`src/rtl/hilo_pkg.sv`:
```
// hilo_pkg: shared encodings for the HI/LO multiply/divide unit.
// Op codes, FSM states and divider sizing used by hilo_unit.
package hilo_pkg;

    localparam int HILO_WIDTH     = 32;
    localparam int HILO_DIV_ITERS = 32;
    localparam int HILO_CNT_W     = $clog2(HILO_DIV_ITERS);

    localparam logic [2:0] HILO_OP_MULT  = 3'd0;
    localparam logic [2:0] HILO_OP_MULTU = 3'd1;
    localparam logic [2:0] HILO_OP_DIV   = 3'd2;
    localparam logic [2:0] HILO_OP_DIVU  = 3'd3;
    localparam logic [2:0] HILO_OP_MTHI  = 3'd4;
    localparam logic [2:0] HILO_OP_MTLO  = 3'd5;

    typedef enum logic [1:0] {
        ST_IDLE = 2'd0,
        ST_MUL  = 2'd1,
        ST_DIV  = 2'd2
    } state_t;

endpackage

```
`src/rtl/hilo_div_step.sv`:
```
// hilo_div_step: one combinational restoring-division iteration.
// Shifts in one dividend bit, trial-subtracts the divisor, yields a quotient bit.
module hilo_div_step
    import hilo_pkg::*;
#(
    parameter int WIDTH = HILO_WIDTH
) (
    input  logic [WIDTH-1:0] rem,
    input  logic             bit_in,
    input  logic [WIDTH-1:0] divisor,
    output logic [WIDTH-1:0] rem_nx,
    output logic             q_bit
);

    logic [WIDTH:0] shifted;
    logic [WIDTH:0] trial;

    // rem < divisor keeps shifted below 2*divisor, so bit WIDTH of trial is the borrow
    assign shifted = {rem, bit_in};
    assign trial   = shifted - {1'b0, divisor};
    assign q_bit   = ~trial[WIDTH];
    assign rem_nx  = q_bit ? trial[WIDTH-1:0] : shifted[WIDTH-1:0];

endmodule

```
`src/rtl/hilo_unit.sv`:
```
// hilo_unit: multi-cycle MULT/MULTU/DIV/DIVU/MTHI/MTLO engine owning HI/LO.
// Divider datapath is present only when HILO_DIV_EN is defined.
module hilo_unit
    import hilo_pkg::*;
#(
    parameter int WIDTH = HILO_WIDTH
) (
    input  logic             clk,
    input  logic             rst_n,
    input  logic             start,
    input  logic [2:0]       op,
    input  logic [WIDTH-1:0] a,
    input  logic [WIDTH-1:0] b,
    output logic             busy,
    output logic             done,
    output logic             err,
    output logic [WIDTH-1:0] hi,
    output logic [WIDTH-1:0] lo
);

    state_t             state;
    state_t             state_nx;
    logic               accept;
    logic               is_mul;
    logic               is_mt;
    logic               div_go;
    logic               div_last;
    logic               done_nx;
    logic               err_nx;
    logic [WIDTH-1:0]   mul_a;
    logic [WIDTH-1:0]   mul_b;
    logic               mul_signed;
    logic [2*WIDTH-1:0] ext_a;
    logic [2*WIDTH-1:0] ext_b;
    logic [2*WIDTH-1:0] prod;

    assign accept = start && (state == ST_IDLE);
    assign is_mul = (op == HILO_OP_MULT) || (op == HILO_OP_MULTU);
    assign is_mt  = (op == HILO_OP_MTHI) || (op == HILO_OP_MTLO);

    assign ext_a = mul_signed ? {{WIDTH{mul_a[WIDTH-1]}}, mul_a}
                              : {{WIDTH{1'b0}}, mul_a};
    assign ext_b = mul_signed ? {{WIDTH{mul_b[WIDTH-1]}}, mul_b}
                              : {{WIDTH{1'b0}}, mul_b};
    assign prod  = ext_a * ext_b;

`ifdef HILO_DIV_EN
    logic                  is_div;
    logic                  b_zero;
    logic                  a_neg;
    logic                  b_neg;
    logic                  q_neg;
    logic                  r_neg;
    logic                  step_q;
    logic [HILO_CNT_W-1:0] cnt;
    logic [WIDTH-1:0]      dvd;
    logic [WIDTH-1:0]      dvs;
    logic [WIDTH-1:0]      rem;
    logic [WIDTH-1:0]      step_rem;
    logic [WIDTH-1:0]      quo_fin;

    assign is_div   = (op == HILO_OP_DIV) || (op == HILO_OP_DIVU);
    assign b_zero   = (b == '0);
    assign a_neg    = (op == HILO_OP_DIV) && a[WIDTH-1];
    assign b_neg    = (op == HILO_OP_DIV) && b[WIDTH-1];
    assign div_go   = accept && is_div && !b_zero;
    assign div_last = (state == ST_DIV) && (cnt == '0);
    // dvd shifts out dividend bits at the top and collects quotient bits at the bottom
    assign quo_fin  = {dvd[WIDTH-2:0], step_q};

    hilo_div_step #(.WIDTH(WIDTH)) u_step (
        .rem    (rem),
        .bit_in (dvd[WIDTH-1]),
        .divisor(dvs),
        .rem_nx (step_rem),
        .q_bit  (step_q)
    );

    always_ff @(posedge clk) begin
        if (!rst_n) begin
            cnt   <= '0;
            dvd   <= '0;
            dvs   <= '0;
            rem   <= '0;
            q_neg <= 1'b0;
            r_neg <= 1'b0;
        end else if (div_go) begin
            dvd   <= a_neg ? -a : a;
            dvs   <= b_neg ? -b : b;
            q_neg <= a_neg ^ b_neg;
            r_neg <= a_neg;
            rem   <= '0;
            cnt   <= HILO_CNT_W'(HILO_DIV_ITERS - 1);
        end else if (state == ST_DIV) begin
            rem <= step_rem;
            dvd <= quo_fin;
            cnt <= cnt - 1'b1;
        end
    end
`else
    assign div_go   = 1'b0;
    assign div_last = (state == ST_DIV);
`endif

    always_ff @(posedge clk) begin
        if (!rst_n) begin
            state <= ST_IDLE;
        end else begin
            state <= state_nx;
        end
    end

    always_comb begin
        state_nx = state;
        unique case (state)
            ST_IDLE: begin
                if (accept && is_mul) begin
                    state_nx = ST_MUL;
                end else if (div_go) begin
                    state_nx = ST_DIV;
                end
            end
            ST_MUL:  state_nx = ST_IDLE;
            ST_DIV:  if (div_last) state_nx = ST_IDLE;
            default: state_nx = ST_IDLE;
        endcase
    end

    always_comb begin
        busy    = (state != ST_IDLE);
        done_nx = 1'b0;
        err_nx  = 1'b0;
        // everything accepted that does not enter MUL/DIV finishes immediately
        if (accept && !is_mul && !div_go) begin
            done_nx = 1'b1;
            err_nx  = !is_mt;
        end
        if ((state == ST_MUL) || div_last) begin
            done_nx = 1'b1;
        end
    end

    always_ff @(posedge clk) begin
        if (!rst_n) begin
            done       <= 1'b0;
            err        <= 1'b0;
            hi         <= '0;
            lo         <= '0;
            mul_a      <= '0;
            mul_b      <= '0;
            mul_signed <= 1'b0;
        end else begin
            done <= done_nx;
            err  <= err_nx;
            if (accept && is_mul) begin
                mul_a      <= a;
                mul_b      <= b;
                mul_signed <= (op == HILO_OP_MULT);
            end
            if (accept && (op == HILO_OP_MTHI)) hi <= a;
            if (accept && (op == HILO_OP_MTLO)) lo <= a;
            if (state == ST_MUL) begin
                hi <= prod[2*WIDTH-1:WIDTH];
                lo <= prod[WIDTH-1:0];
            end
`ifdef HILO_DIV_EN
            if (div_last) begin
                lo <= q_neg ? -quo_fin : quo_fin;
                hi <= r_neg ? -step_rem : step_rem;
            end
`endif
        end
    end

endmodule

```
`config.mk`:
```
export PLATFORM = sky130hd
export DESIGN_NAME = hilo_unit
export DESIGN_NICKNAME = d
export VERILOG_FILES = /design/src/rtl/hilo_pkg.sv /design/src/rtl/hilo_div_step.sv /design/src/rtl/hilo_unit.sv
export SDC_FILE = /design/constraint.sdc
export NUM_CORES = 2
export LEC_CHECK = 0
export CAP_MARGIN = 0
export CORE_MARGIN = 2
export CORE_UTILIZATION = 30
export DETAILED_ROUTE_END_ITERATION = 12
export PLACE_DENSITY = 0.48
export SETUP_SLACK_MARGIN = 0.05
export SLEW_MARGIN = 20
export SYNTH_ARGS = -nofsm -noshare
export SYNTH_HDL_FRONTEND = slang
export SYNTH_SLANG_ARGS = --single-unit
```
`constraint.sdc`:
```
create_clock -name clk -period 18.3 [get_ports clk]
set_clock_uncertainty 0.05 [all_clocks]
set_input_delay 2.745 -clock clk [delete_from_list [all_inputs] [get_ports clk]]
set_output_delay 2.745 -clock clk [all_outputs]
set_load 0.005 [all_outputs]
```
After elaboration in Yosys (flattened, before gate mapping). Index checks and enable logic that the tools add are counted.

Bits of input ports: 70. Bits in registers: 132. Logic and storage cells: 35. Output and inout port bits: 67.

Equal/unequal tests: 3. Mux-type cells: 8. Reduce and logical (&&, ||, !) cells: 15. Multipliers: 1.

Operator list (number): $mux W32 (4); $mux W64 (2); $mul A64 B64 Y64 (1); $eq A3 B3 Y1 const B (2); $logic_and A1 B1 Y1 (5); $reduce_and A2 Y1 (2); $reduce_bool A2 Y1 (2); $eq A3 B1 Y1 const B (1); $logic_not A3 Y1 (1); $logic_not A1 Y1 (2); $logic_not A2 Y1 (1); $logic_or A1 B1 Y1 (2); $mux W1 (2).

Depth between registers and ports, before layout.
Word-level depth: 6. Mapped depth: 35. Depth with buffers taken out: 32.

Least setup slack after synthesis. OpenSTA, ideal clock, no wires.

Kind: register -> register. From: register mul_a[31]. To: register hi[31]. Path buffers: 2. Required time: 18.134 ns. Period minus slack after synthesis: 8.862 ns. Data arrival time: 8.695 ns. Setup time: 0.116 ns. Cell stages (with the launch flop): 30. Path slack: 9.438 ns. Cells stage by stage: dfxtp_1 -> and2_1 -> clkbuf_1 -> clkbuf_1 -> nand2_1 -> fa_1 -> inv_1 -> fa_1 -> fa_1 -> inv_1 -> fa_1 -> inv_1 -> fa_1 -> fa_1 -> fa_1 -> fa_1 -> fa_1 -> inv_1 -> fa_1 -> inv_1 -> ha_1 -> a21oi_1 -> nor2b_1 -> o21ai_0 -> nand2b_1 -> a21o_1 -> a21o_1 -> a221oi_1 -> o211ai_1 -> o211a_1.

Word-level cells in the longest chain between the ends: 3.

Ends and longest elaborated chain: start, declared (line hilo_unit.sv:30) `logic [WIDTH-1:0] mul_a;`; start signal, assigned (line hilo_unit.sv:149) `mul_a <= '0;`; start signal, assigned (line hilo_unit.sv:156) `mul_a <= a;`; $mux W64 (line hilo_unit.sv:41) `assign ext_a = mul_signed ? {{WIDTH{mul_a[WIDTH-1]}}, mul_a}`; $mul A64 B64 Y64 (line hilo_unit.sv:45) `assign prod = ext_a * ext_b;`; $mux W32 (line hilo_unit.sv:162) `if (state == ST_MUL) begin`; end signal, assigned (line hilo_unit.sv:163) `hi <= prod[2*WIDTH-1:WIDTH];`; end, declared (line hilo_unit.sv:17) `output logic [WIDTH-1:0] hi,`.

Every way passes these cells. A chain may end at the register's enable or synchronous reset.

Final worst setup path. Same ends and word-level chain as after synthesis.

==> flow_summary_export.csv <==
group,metric,value,unit
run_status,status,"completed",
hold_path,min_path_type,"reg2reg",
critical_path,crit_path_end,"hi[31]",
detailed_routing,antenna_left,0,
timing,worst_slew_pin_slew,1.11,ns
critical_path,worstPathArrival,10.27,ns
global_routing,antenna_found_initial,12,
floorplanning,start_util,30.2,%
critical_path,timing.rr.end,"hi[31]",
layout,drive_gt1_share,2.98,%
timing,max_slew_margin,25.9,%
logic_synthesis,synth_top_flop_cell,"dfxtp_1",
placement,gp_congestion,0.913,
global_routing,grt_max_degree,87,
cts,post_cts_resized,0,
logic_synthesis,synth_enable_flop_cells,0,
global_routing,grt_pass1_vias,41239,
logic_synthesis,ys_seq_area_share,4.96,%
global_routing,track_usage,20.0,%
timing,finalHoldViolCount,0,
critical_path,path_depth,27,
power,power.density,17.5,nW/um2
power,ir_drop,0.0479,mV
critical_path,cp_slowest_cell,"fa_1",
critical_path,crit_type,"reg2reg",
cts,clock_latency,0.48,ns
detailed_routing,via_per_inst,4.65,
cts,clock_path_buffers,2,
floorplanning,io_pins,137,
critical_path,cp-startpoint,"mul_a[31]",
critical_path,reg2reg_depth,27,
critical_path,regToRegSetupSlack,8.34,ns
logic_synthesis,yosys.cell_types.count,79,
run,cap_viol_max_count,0,
detailed_routing,dr.pass1.iters,5,
timing,max_freq,100,MHz
floorplanning,placementRows,154,
critical_path,start_kind,"register",
logic_synthesis,synth_cells,5722,
cts,cts_setup_buffers,0,
timing,report.final.slew_viol_count,0,
detailed_routing,drt-total-wl,174000,um
placement,placed_cells,7984,
logic_synthesis,synth_commonest_cells,"inv_1 (1524), fa_1 (1419), nand2_1 (692)",
logic_synthesis,avgSynthCellArea,9.30,um2
detailed_routing,drc,0,
cts,clock_sinks,132,
logic_synthesis,synth_top_area_share,53.4,%
detailed_routing,wl_per_cell,21.7,um
cts,numCtsBuffers,17,
logic_synthesis,synthArstFlopShare,0,%
critical_path,cpMostUsedCell,"fa_1",
critical_path,cp_top_family,"adder cells",
logic_synthesis,syn-cell-area,53200,um2
detailed_routing,vias,37326,
floorplanning,placeableCoreArea,176000,um2
critical_path,cp_slowest_stage_delay,0.90,ns
floorplanning,die_height,425,um
cts,htreeDepth,4,
detailed_routing,first_iter_violations,2338,
placement,io_buffers,136,
logic_synthesis,ys_ff_latch,132,
placement,dp_hpwl,142000,um
timing,fin_crit,9.96,ns
critical_path,timing.critical_path.buf_inv,7,
layout,nNetsFinal,7460,
cts,clkSlewWorstSetupHoldPaths,0.07,ns
timing,period_share,54.4,%
cts,cts_tree,"built",
logic_synthesis,synthesis.nets,7519,
logic_synthesis,yosysMostFrequentCell,"inv_1",
cts,hold_buffers,0,
layout,syn_to_final_growth,8.26,%
cts,cts_root_buf,"clkbuf_16",
layout,finalNonFillerCells,8019,
critical_path,r2r-start,"mul_a[31]",
timing,setup_violations,0,
logic_synthesis,ys.warnings.count,0,
logic_synthesis,netlist_top_cells_area,"fa_1 (53%), inv_1 (11%), ha_1 (7.2%), and2_1 (6.7%), dfxtp_1 (5.0%)",
timing,rsz0062_at_grt,"false",
floorplanning,die_area,181000,um2
critical_path,required,18.61,ns
global_routing,globalRouteOverflowTotal,0,
global_routing,grt_pass1_wl,268000,um
floorplanning,die_width,425,um
logic_synthesis,synth_top_area_cell,"fa_1",
timing,tns,0,ns
critical_path,path_max_fanout,24,
critical_path,end_kind,"register",
layout,final_util,32.7,%
power,leakage,29.2,nW
==> through the flow <==
stage	cell area (um2)	setup WS [ns]	hold slack, ns	power, mW
6_report	57600	8.34	0.404	1.01
2_1_floorplan	53200	9.44	0.432	0.474
3_3_place_gp	57000	8.34	0.393	0.623
4_1_cts	57600	8.27	0.406	1.01
5_1_grt	57600	8.02	0.419	1.05
3_5_place_dp	57000	8.31	0.397	0.623
==> worst min path at each step <==
stage,start,endpoint,cells past startpoint
finish,mul_b[18],mul_b[18],2
global route,mul_b[18],mul_b[18],2
CTS,mul_b[22],mul_b[22],2
detailed placement,mul_b[19],mul_b[19],2
global placement,mul_a[15],mul_a[15],2
floorplan,mul_a[13],mul_a[13],2
==> per-layer routing <==
| layer | wire length, um | vias up | GRT usage [%] |
|---|---|---|---|
| met5 | 126 | - | 0 |
| met4 | 5770 | 2 | 5.61 |
| met3 | 8780 | 177 | 2.62 |
| met2 | 85600 | 948 | 33.8 |
| met1 | 73900 | 19896 | 26.7 |
| li1 | - | 16303 | - |
==> state kept, by name (all words and copies together), names as in the netlist <==
signal	count
mul_b	32
lo	32
state	1
hi	32
mul_signed	1
done	1
mul_a	32
err	1
==> power by group <==
part	total, mW	internal [mW]	switching (mW)
logic	0.309	0.0994	0.209
clock network	0.387	0.219	0.169
registers	0.310	0.298	0.0116
==> worst reg2reg max path: stages (launching register included) <==
cell and delay (ns):
dfxtp_1 0.31, and2_1 0.14, buf_4 0.24, nand2_1 0.17
inv_1 0.10, fa_1 0.54, inv_1 0.14, fa_1 0.71
inv_1 0.11, fa_1 0.90, inv_1 0.31, fa_1 0.68
inv_1 0.21, fa_1 0.57, fa_1 0.62, inv_1 0.12
fa_1 0.49, fa_1 0.58, fa_1 0.43, fa_1 0.39
xor2_1 0.17, xnor2_1 0.31, xnor2_1 0.23, xnor2_1 0.18
xnor2_1 0.13, xnor2_1 0.69, nand2_1 0.13, o211a_1 0.24
==> cell families (layout without fill, tap and decap cells) <==
kind of cell	Yosys count	in the layout	share of synthesized area, %
muxes	58	58	1.14
and+or+nand+nor	1472	1472	13.7
xor gates and xnor gates	114	114	1.88
adders and majority gates	1731	1731	60.7
buffers and inverters	1819	1772	12.9
AOI/OAI and AO/OA	396	396	4.76
other	0	4	0
DFF	132	132	4.96
==> area by class of cell <==
class	count	area, um2
multi-input cells	3771	43700
repair buffers	217	1970
clock buffers	17	425
fillers	18457	119000
clock inverters	14	193
flip-flops and latches	132	2650
diodes	4	10.0
inverters	1524	5720
well taps	2340	2930
==> cell usage in the layout, fill, tap and decap left out, drive strengths merged, types with 8 or more instances in the layout <==
master,n
and2,575
a211oi,41
mux2i,39
nand4,19
a21o,43
xnor2,82
dfxtp,132
a31oi,15
and3,23
o211ai,8
ha,308
a21oi,175
clkbuf,17
nor3,14
nand2b,8
nor2,89
mux2,19
nand2,692
clkdlybuf4s50,136
buf,81
nor2b,17
xor2,32
o21bai,11
fa,1419
inv,1531
o21ai,55
nand3,12
Power figures use the tool's default switching activity.
